## config.mk

```make
export PLATFORM = sky130hd
export DESIGN_NAME = alu_op_scheduler_flat
export DESIGN_NICKNAME = d
export VERILOG_FILES = /design/src/rtl/alu_op_scheduler_if.sv /design/src/rtl/alu_op_scheduler.sv /design/src/flat_wrapper.sv
export SDC_FILE = /design/constraint.sdc
export NUM_CORES = 1
export LEC_CHECK = 0
export ABC_AREA = 1
export ABC_CLOCK_PERIOD_IN_PS = 1700
export BUFFER_PORTS_ARGS = -buffer_cell sky130_fd_sc_hd__buf_2
export CORE_MARGIN = 5
export CORE_UTILIZATION = 30
export DETAILED_ROUTE_END_ITERATION = 8
export PLACE_DENSITY_LB_ADDON = 0.3
export SLEW_MARGIN = 10
export SYNTH_ARGS = -nofsm -noshare
export SYNTH_HDL_FRONTEND = slang
export SYNTH_SLANG_ARGS = --single-unit
```

## constraint.sdc

```tcl
create_clock -name clk -period 1.7 [get_ports clk]
set_input_delay 0.17 -clock clk [delete_from_list [all_inputs] [get_ports clk]]
set_output_delay 0.17 -clock clk [all_outputs]
set_load 0.03 [all_outputs]
```

## src/rtl/alu_op_scheduler_if.sv

```systemverilog
`default_nettype none
// +--------------------------------------------------------------------+
// | alu_op_scheduler_if: requester, response and ALU bus bundle         |
// | Rev 1.0                                                            |
// +--------------------------------------------------------------------+
interface alu_op_scheduler_if #(
  parameter int W   = 4,
  parameter int OPW = 3,
  parameter int RW  = 8
);
  logic           req0_valid;
  logic           req0_ready;
  logic [OPW-1:0] req0_op;
  logic [W-1:0]   req0_a;
  logic [W-1:0]   req0_b;
  logic           rsp0_valid;
  logic           rsp0_ready;
  logic [RW-1:0]  rsp0_data;

  logic           req1_valid;
  logic           req1_ready;
  logic [OPW-1:0] req1_op;
  logic [W-1:0]   req1_a;
  logic [W-1:0]   req1_b;
  logic           rsp1_valid;
  logic           rsp1_ready;
  logic [RW-1:0]  rsp1_data;

  logic [OPW-1:0] alu_op;
  logic [W-1:0]   alu_a;
  logic [W-1:0]   alu_b;
  logic           alu_start;
  logic [RW-1:0]  alu_result;

  // master: requesters plus the ALU datapath
  modport master (
    output req0_valid, req0_op, req0_a, req0_b, rsp0_ready,
    output req1_valid, req1_op, req1_a, req1_b, rsp1_ready,
    output alu_result,
    input  req0_ready, rsp0_valid, rsp0_data,
    input  req1_ready, rsp1_valid, rsp1_data,
    input  alu_op, alu_a, alu_b, alu_start
  );

  modport slave (
    input  req0_valid, req0_op, req0_a, req0_b, rsp0_ready,
    input  req1_valid, req1_op, req1_a, req1_b, rsp1_ready,
    input  alu_result,
    output req0_ready, rsp0_valid, rsp0_data,
    output req1_ready, rsp1_valid, rsp1_data,
    output alu_op, alu_a, alu_b, alu_start
  );
endinterface
`default_nettype wire

```

## src/rtl/alu_op_scheduler.sv

```systemverilog
`default_nettype none
// +--------------------------------------------------------------------+
// | alu_op_scheduler: round-robin sharing of one ALU by two requesters  |
// | Rev 1.0                                                            |
// +--------------------------------------------------------------------+
module alu_op_scheduler #(
  parameter int W       = 4,
  parameter int OPW     = 3,
  parameter int RW      = 8,
  parameter int ALU_LAT = 1
) (
  input  logic             clk,
  input  logic             rst,
  input  logic             ena,
  alu_op_scheduler_if.slave bus,
  output logic             busy,
  output logic             grant_id
);

  localparam logic [2:0] c_lat = 3'(ALU_LAT);

  typedef enum logic [1:0] {
    S_IDLE  = 2'd0,
    S_ISSUE = 2'd1,
    S_WAIT  = 2'd2,
    S_RESP  = 2'd3
  } state_t;

  state_t         state_q, state_d;
  logic           last_q, last_d;
  logic           grant_q, grant_d;
  logic [OPW-1:0] op_q, op_d;
  logic [W-1:0]   a_q, a_d;
  logic [W-1:0]   b_q, b_d;
  logic [2:0]     cnt_q, cnt_d;
  logic [RW-1:0]  result_q, result_d;
  logic           win;

  always_ff @(posedge clk or posedge rst) begin
    if (rst) begin
      state_q  <= S_IDLE;
      last_q   <= 1'b1;
      grant_q  <= 1'b0;
      op_q     <= '0;
      a_q      <= '0;
      b_q      <= '0;
      cnt_q    <= '0;
      result_q <= '0;
    end else begin
      state_q  <= state_d;
      last_q   <= last_d;
      grant_q  <= grant_d;
      op_q     <= op_d;
      a_q      <= a_d;
      b_q      <= b_d;
      cnt_q    <= cnt_d;
      result_q <= result_d;
    end
  end

  // On a tie the requester that was not served last wins.
  always_comb begin
    if (bus.req0_valid && bus.req1_valid) win = ~last_q;
    else                                  win = bus.req1_valid;
  end

  always_comb begin
    state_d        = state_q;
    last_d         = last_q;
    grant_d        = grant_q;
    op_d           = op_q;
    a_d            = a_q;
    b_d            = b_q;
    cnt_d          = cnt_q;
    result_d       = result_q;
    bus.req0_ready = 1'b0;
    bus.req1_ready = 1'b0;
    bus.rsp0_valid = 1'b0;
    bus.rsp1_valid = 1'b0;
    bus.alu_start  = 1'b0;
    case (state_q)
      S_IDLE: begin
        // rst gates ready so a request is never acknowledged while held in reset
        if (!rst && ena && (bus.req0_valid || bus.req1_valid)) begin
          bus.req0_ready = ~win;
          bus.req1_ready = win;
          grant_d        = win;
          op_d           = win ? bus.req1_op : bus.req0_op;
          a_d            = win ? bus.req1_a  : bus.req0_a;
          b_d            = win ? bus.req1_b  : bus.req0_b;
          state_d        = S_ISSUE;
        end
      end
      S_ISSUE: begin
        bus.alu_start = 1'b1;
        if (ALU_LAT == 0) begin
          result_d = bus.alu_result;
          state_d  = S_RESP;
        end else begin
          cnt_d   = c_lat;
          state_d = S_WAIT;
        end
      end
      S_WAIT: begin
        if (cnt_q == 3'd1) begin
          result_d = bus.alu_result;
          state_d  = S_RESP;
        end else begin
          cnt_d = cnt_q - 3'd1;
        end
      end
      S_RESP: begin
        bus.rsp0_valid = ~grant_q;
        bus.rsp1_valid = grant_q;
        if (grant_q ? bus.rsp1_ready : bus.rsp0_ready) begin
          last_d  = grant_q;
          state_d = S_IDLE;
        end
      end
      default: state_d = S_IDLE;
    endcase
  end

  // Operand registers change only on acceptance, so they hold between ops.
  assign bus.alu_op    = op_q;
  assign bus.alu_a     = a_q;
  assign bus.alu_b     = b_q;
  assign bus.rsp0_data = result_q;
  assign bus.rsp1_data = result_q;
  assign busy          = (state_q != S_IDLE);
  assign grant_id      = grant_q;

endmodule
`default_nettype wire
```

## src/flat_wrapper.sv

```systemverilog
// flat-port wrapper written by rule: the top's interface ports become plain ports
module alu_op_scheduler_flat 
#(
  parameter int W       = 4,
  parameter int OPW     = 3,
  parameter int RW      = 8,
  parameter int ALU_LAT = 1
)
  (clk, rst, ena, busy, grant_id, bus_req0_valid, bus_req0_op, bus_req0_a, bus_req0_b, bus_rsp0_ready, bus_req1_valid, bus_req1_op, bus_req1_a, bus_req1_b, bus_rsp1_ready, bus_alu_result, bus_req0_ready, bus_rsp0_valid, bus_rsp0_data, bus_req1_ready, bus_rsp1_valid, bus_rsp1_data, bus_alu_op, bus_alu_a, bus_alu_b, bus_alu_start);
  alu_op_scheduler_if #(.W(W), .OPW(OPW), .RW(RW)) bus_i ();
  input  logic clk;
  input  logic rst;
  input  logic ena;
  output logic busy;
  output logic grant_id;
  input wire logic [$bits(bus_i.req0_valid)-1:0] bus_req0_valid;
  input wire logic [$bits(bus_i.req0_op)-1:0] bus_req0_op;
  input wire logic [$bits(bus_i.req0_a)-1:0] bus_req0_a;
  input wire logic [$bits(bus_i.req0_b)-1:0] bus_req0_b;
  input wire logic [$bits(bus_i.rsp0_ready)-1:0] bus_rsp0_ready;
  input wire logic [$bits(bus_i.req1_valid)-1:0] bus_req1_valid;
  input wire logic [$bits(bus_i.req1_op)-1:0] bus_req1_op;
  input wire logic [$bits(bus_i.req1_a)-1:0] bus_req1_a;
  input wire logic [$bits(bus_i.req1_b)-1:0] bus_req1_b;
  input wire logic [$bits(bus_i.rsp1_ready)-1:0] bus_rsp1_ready;
  input wire logic [$bits(bus_i.alu_result)-1:0] bus_alu_result;
  output wire logic [$bits(bus_i.req0_ready)-1:0] bus_req0_ready;
  output wire logic [$bits(bus_i.rsp0_valid)-1:0] bus_rsp0_valid;
  output wire logic [$bits(bus_i.rsp0_data)-1:0] bus_rsp0_data;
  output wire logic [$bits(bus_i.req1_ready)-1:0] bus_req1_ready;
  output wire logic [$bits(bus_i.rsp1_valid)-1:0] bus_rsp1_valid;
  output wire logic [$bits(bus_i.rsp1_data)-1:0] bus_rsp1_data;
  output wire logic [$bits(bus_i.alu_op)-1:0] bus_alu_op;
  output wire logic [$bits(bus_i.alu_a)-1:0] bus_alu_a;
  output wire logic [$bits(bus_i.alu_b)-1:0] bus_alu_b;
  output wire logic [$bits(bus_i.alu_start)-1:0] bus_alu_start;
  assign bus_i.req0_valid = bus_req0_valid;
  assign bus_i.req0_op = bus_req0_op;
  assign bus_i.req0_a = bus_req0_a;
  assign bus_i.req0_b = bus_req0_b;
  assign bus_i.rsp0_ready = bus_rsp0_ready;
  assign bus_i.req1_valid = bus_req1_valid;
  assign bus_i.req1_op = bus_req1_op;
  assign bus_i.req1_a = bus_req1_a;
  assign bus_i.req1_b = bus_req1_b;
  assign bus_i.rsp1_ready = bus_rsp1_ready;
  assign bus_i.alu_result = bus_alu_result;
  assign bus_req0_ready = bus_i.req0_ready;
  assign bus_rsp0_valid = bus_i.rsp0_valid;
  assign bus_rsp0_data = bus_i.rsp0_data;
  assign bus_req1_ready = bus_i.req1_ready;
  assign bus_rsp1_valid = bus_i.rsp1_valid;
  assign bus_rsp1_data = bus_i.rsp1_data;
  assign bus_alu_op = bus_i.alu_op;
  assign bus_alu_a = bus_i.alu_a;
  assign bus_alu_b = bus_i.alu_b;
  assign bus_alu_start = bus_i.alu_start;
  alu_op_scheduler #(.W(W), .OPW(OPW), .RW(RW), .ALU_LAT(ALU_LAT)) u_core (.clk(clk), .rst(rst), .ena(ena), .bus(bus_i), .busy(busy), .grant_id(grant_id));
endmodule
```

==> summary.txt <==
Die area -> 0.006353 mm²
Startpoint Class -> flip-flop
Max stage delay on crit path -> 420 ps
Core area -> 0.004723 mm²
Antenna viol nets, final -> 0
#FFs+latches synth -> 26
Ys Warns -> 0
Placed Cells -> 314
Grt met1 use -> 0.1325
Cells after synthesis -> 187
Overflow after GRT -> 0
Initial antenna violation count -> 0
Most numerous cell on the critical path -> inv_2
Max clock buf depth -> 2
CTS buffer count -> 3
Slew @ Worst Pin -> 390.8 ps
Final hold violations -> 0
Iteration count of the initial detailed-routing pass -> 4
Hold crit path type -> in2reg
Root buffer cell -> clkbuf_8
Dominant cell type by area after synthesis -> dfrtp_1
First-pass GRT wire length -> 5416 µm
Number of global-route vias before repair -> 1239
Most frequent cells in the layout -> nand2_1, buf_2, dfrtp_1
Syn Nets -> 230
Crit Path Class -> reg2out
Worst clock skew -> 1.312 ps
# port buffers -> 70
Commonest non-fill, non-tap cell in the layout -> nand2_1
Critical-path top delay cell -> dfrtp_1
Area fraction of the dominant cell type after synthesis -> 0.4292
Vias -> 1315
NumNets Final -> 298
Final Cycle Share -> 0.9628
GP Congestion -> 0.7624
Achievable Freq -> 610.9 MHz
Vias per Instance -> 4.097
Total track usage -> 0.1040
Data arrival, critical path -> 1470 ps
Min Tclk post-route -> 1637 ps
Total Wirelength -> 3259 µm
Worst rel slew slack -> 0.7392
Drt wl/cell -> 10.15 µm
Cell chain of the critical path -> inv_2 > ha_2 > inv_2 > nor2_8 > inv_4 > nor2_2 > buf_6
Leak -> 1.163 nW
Final setup viols -> 0
Buf+Inv Stages, Crit Path -> 4
Final Max Tran Viols -> 0
Residual DRC count -> 0
Yosys cell types -> 23
Met2 global-route usage -> 0.1795
Post-Syn Area -> 0.001458 mm²
Die H -> 79.71 µm
CP required -> 1530 ps
Largest net degree at the start of global routing -> 27
Initial drt markers -> 33
Max Fanout on Critical Path -> 13
Finished Layout Cells -> 321
Area growth syn-to-layout -> 31.42%
Initial core utilization -> 0.3086
Ant. Diodes -> 0
Layout cell share with drive strength beyond 1 -> 0.3780
Num rows -> 25
Filler cell count -> 491
Post-DP HPWL -> 2541 µm
CTS tree -> done
Total of max-cap violations -> 0
Die width -> 79.71 µm
H-tree levels -> 1
Clk sinks -> 26
CP endpoint kind -> output port
CP top delay family -> flip-flops
Busiest grt layer -> met2
Area contributors post-synth -> dfrtp_1, nand2_1, ha_1
Worst-skew pair later-pin latency -> 260 ps
Syn avg cell area -> 7.795 µm²
Io pins -> 71
M3 GR Usage -> 0.02370
CTS clk-pin slew, worst paths -> 90 ps
Status -> finished, final reports clean
Pwr dens -> 1882 mW/mm²
Post-layout util -> 0.4056
Peak VDD IR -> 0.6981 mV
Seq/Total Area, Yosys -> 0.4472
[Yosys cell counts, drive strengths merged]
library cell,instances
inv,23
o22ai,1
buf,13
nand2,92
o21ai,13
or2,2
ha,6
xnor2,1
nor2,5
dfstp,1
nand3,3
nand4,2
dfrtp,25
[state kept, by name (all words and copies together), names as in the netlist]
name and flops:
u_core.last_q 1, u_core.bus.alu_op 3, u_core.cnt_q 3, u_core.state_q 2, u_core.grant_id 1, u_core.bus.rsp0_data 8, u_core.bus.alu_b 4, u_core.bus.alu_a 4
[power by group]
part / switching, mW / internal (mW)
logic: 1.40 / 0.621
clock network: 0.187 / 0.315
registers: 0.174 / 0.910
[metal layers]
layer	part of all wire	wire (µm)
met3	0.10	328
met2	0.45	1475
met5	0	0
met1	0.44	1433
met4	0.0064	21
[worst min-delay path: stages]
cell     delay [ps]
buf_2            90
inv_1            40
o21ai_0          70
[final timing paths]
path,startpoint,endpoint,slack [ps],cells past startpoint
min in group asynchronous,rst,u_core.bus.alu_b[1],530,4
setup reg to reg,u_core.state_q[1],u_core.cnt_q[1],330,6
hold reg to reg,u_core.bus.alu_a[3],u_core.bus.alu_a[3],470,2
setup / recovery,u_core.state_q[0],bus_req0_ready,60,7
max in group asynchronous,rst,u_core.last_q,880,4
hold / removal,bus_alu_result[2],u_core.bus.rsp0_data[2],140,3
[kinds of logic (layout without fill, tap and decap cells)]
family | Yosys count | count (layout) | synth area share
buffers and inverters | 36 | 103 | 0.1339
AND/OR/NAND/NOR | 104 | 104 | 0.3124
flip-flops | 26 | 26 | 0.4472
AO/OA/AOI/OAI | 14 | 14 | 0.04893
XOR/XNOR | 1 | 1 | 0.006010
adder cells (fa/ha/maj) | 6 | 6 | 0.05150
[metrics by stage]
| step | cell area [µm²] | hold slack [ps] | setup TNS (ps) | setup slack (ps) | power (mW) |
|---|---|---|---|---|---|
| floorplan | 1458 | 209.3 | 0 | 72.10 | 2.646 |
| global placement | 1808 | 279.5 | 0 | 301.1 | 3.049 |
| detailed placement | 1808 | 286.2 | 0 | 278.0 | 3.077 |
| CTS | 1894 | 133.8 | 0 | 21.17 | 3.604 |
| global route | 1916 | 136.3 | -23.58 | -16.02 | 3.900 |
| finish | 1916 | 143.2 | 0 | 63.19 | 3.605 |
[final cells by class]
class	instances	area (µm²)	area share
inverter	23	88.84	0.04637
sequential	26	651.9	0.3403
tap	67	83.83	0.04376
timing repair buffer	76	406.6	0.2123
clock buffer	3	41.29	0.02155
clock inverter	1	30.03	0.01568
multi-input combinational	125	613.1	0.3201
[repair_timing]
action / in CTS / in global routing
setup endpoints to repair: 2 / 2
gates resized for setup: 3 / 3
hold buffers: 1 / 0
hold endpoints to repair: 25 / 0
buffers inserted: 0 / 2
cloned: 0 / 0
Note: power is estimated with default switching activity, not from simulation.
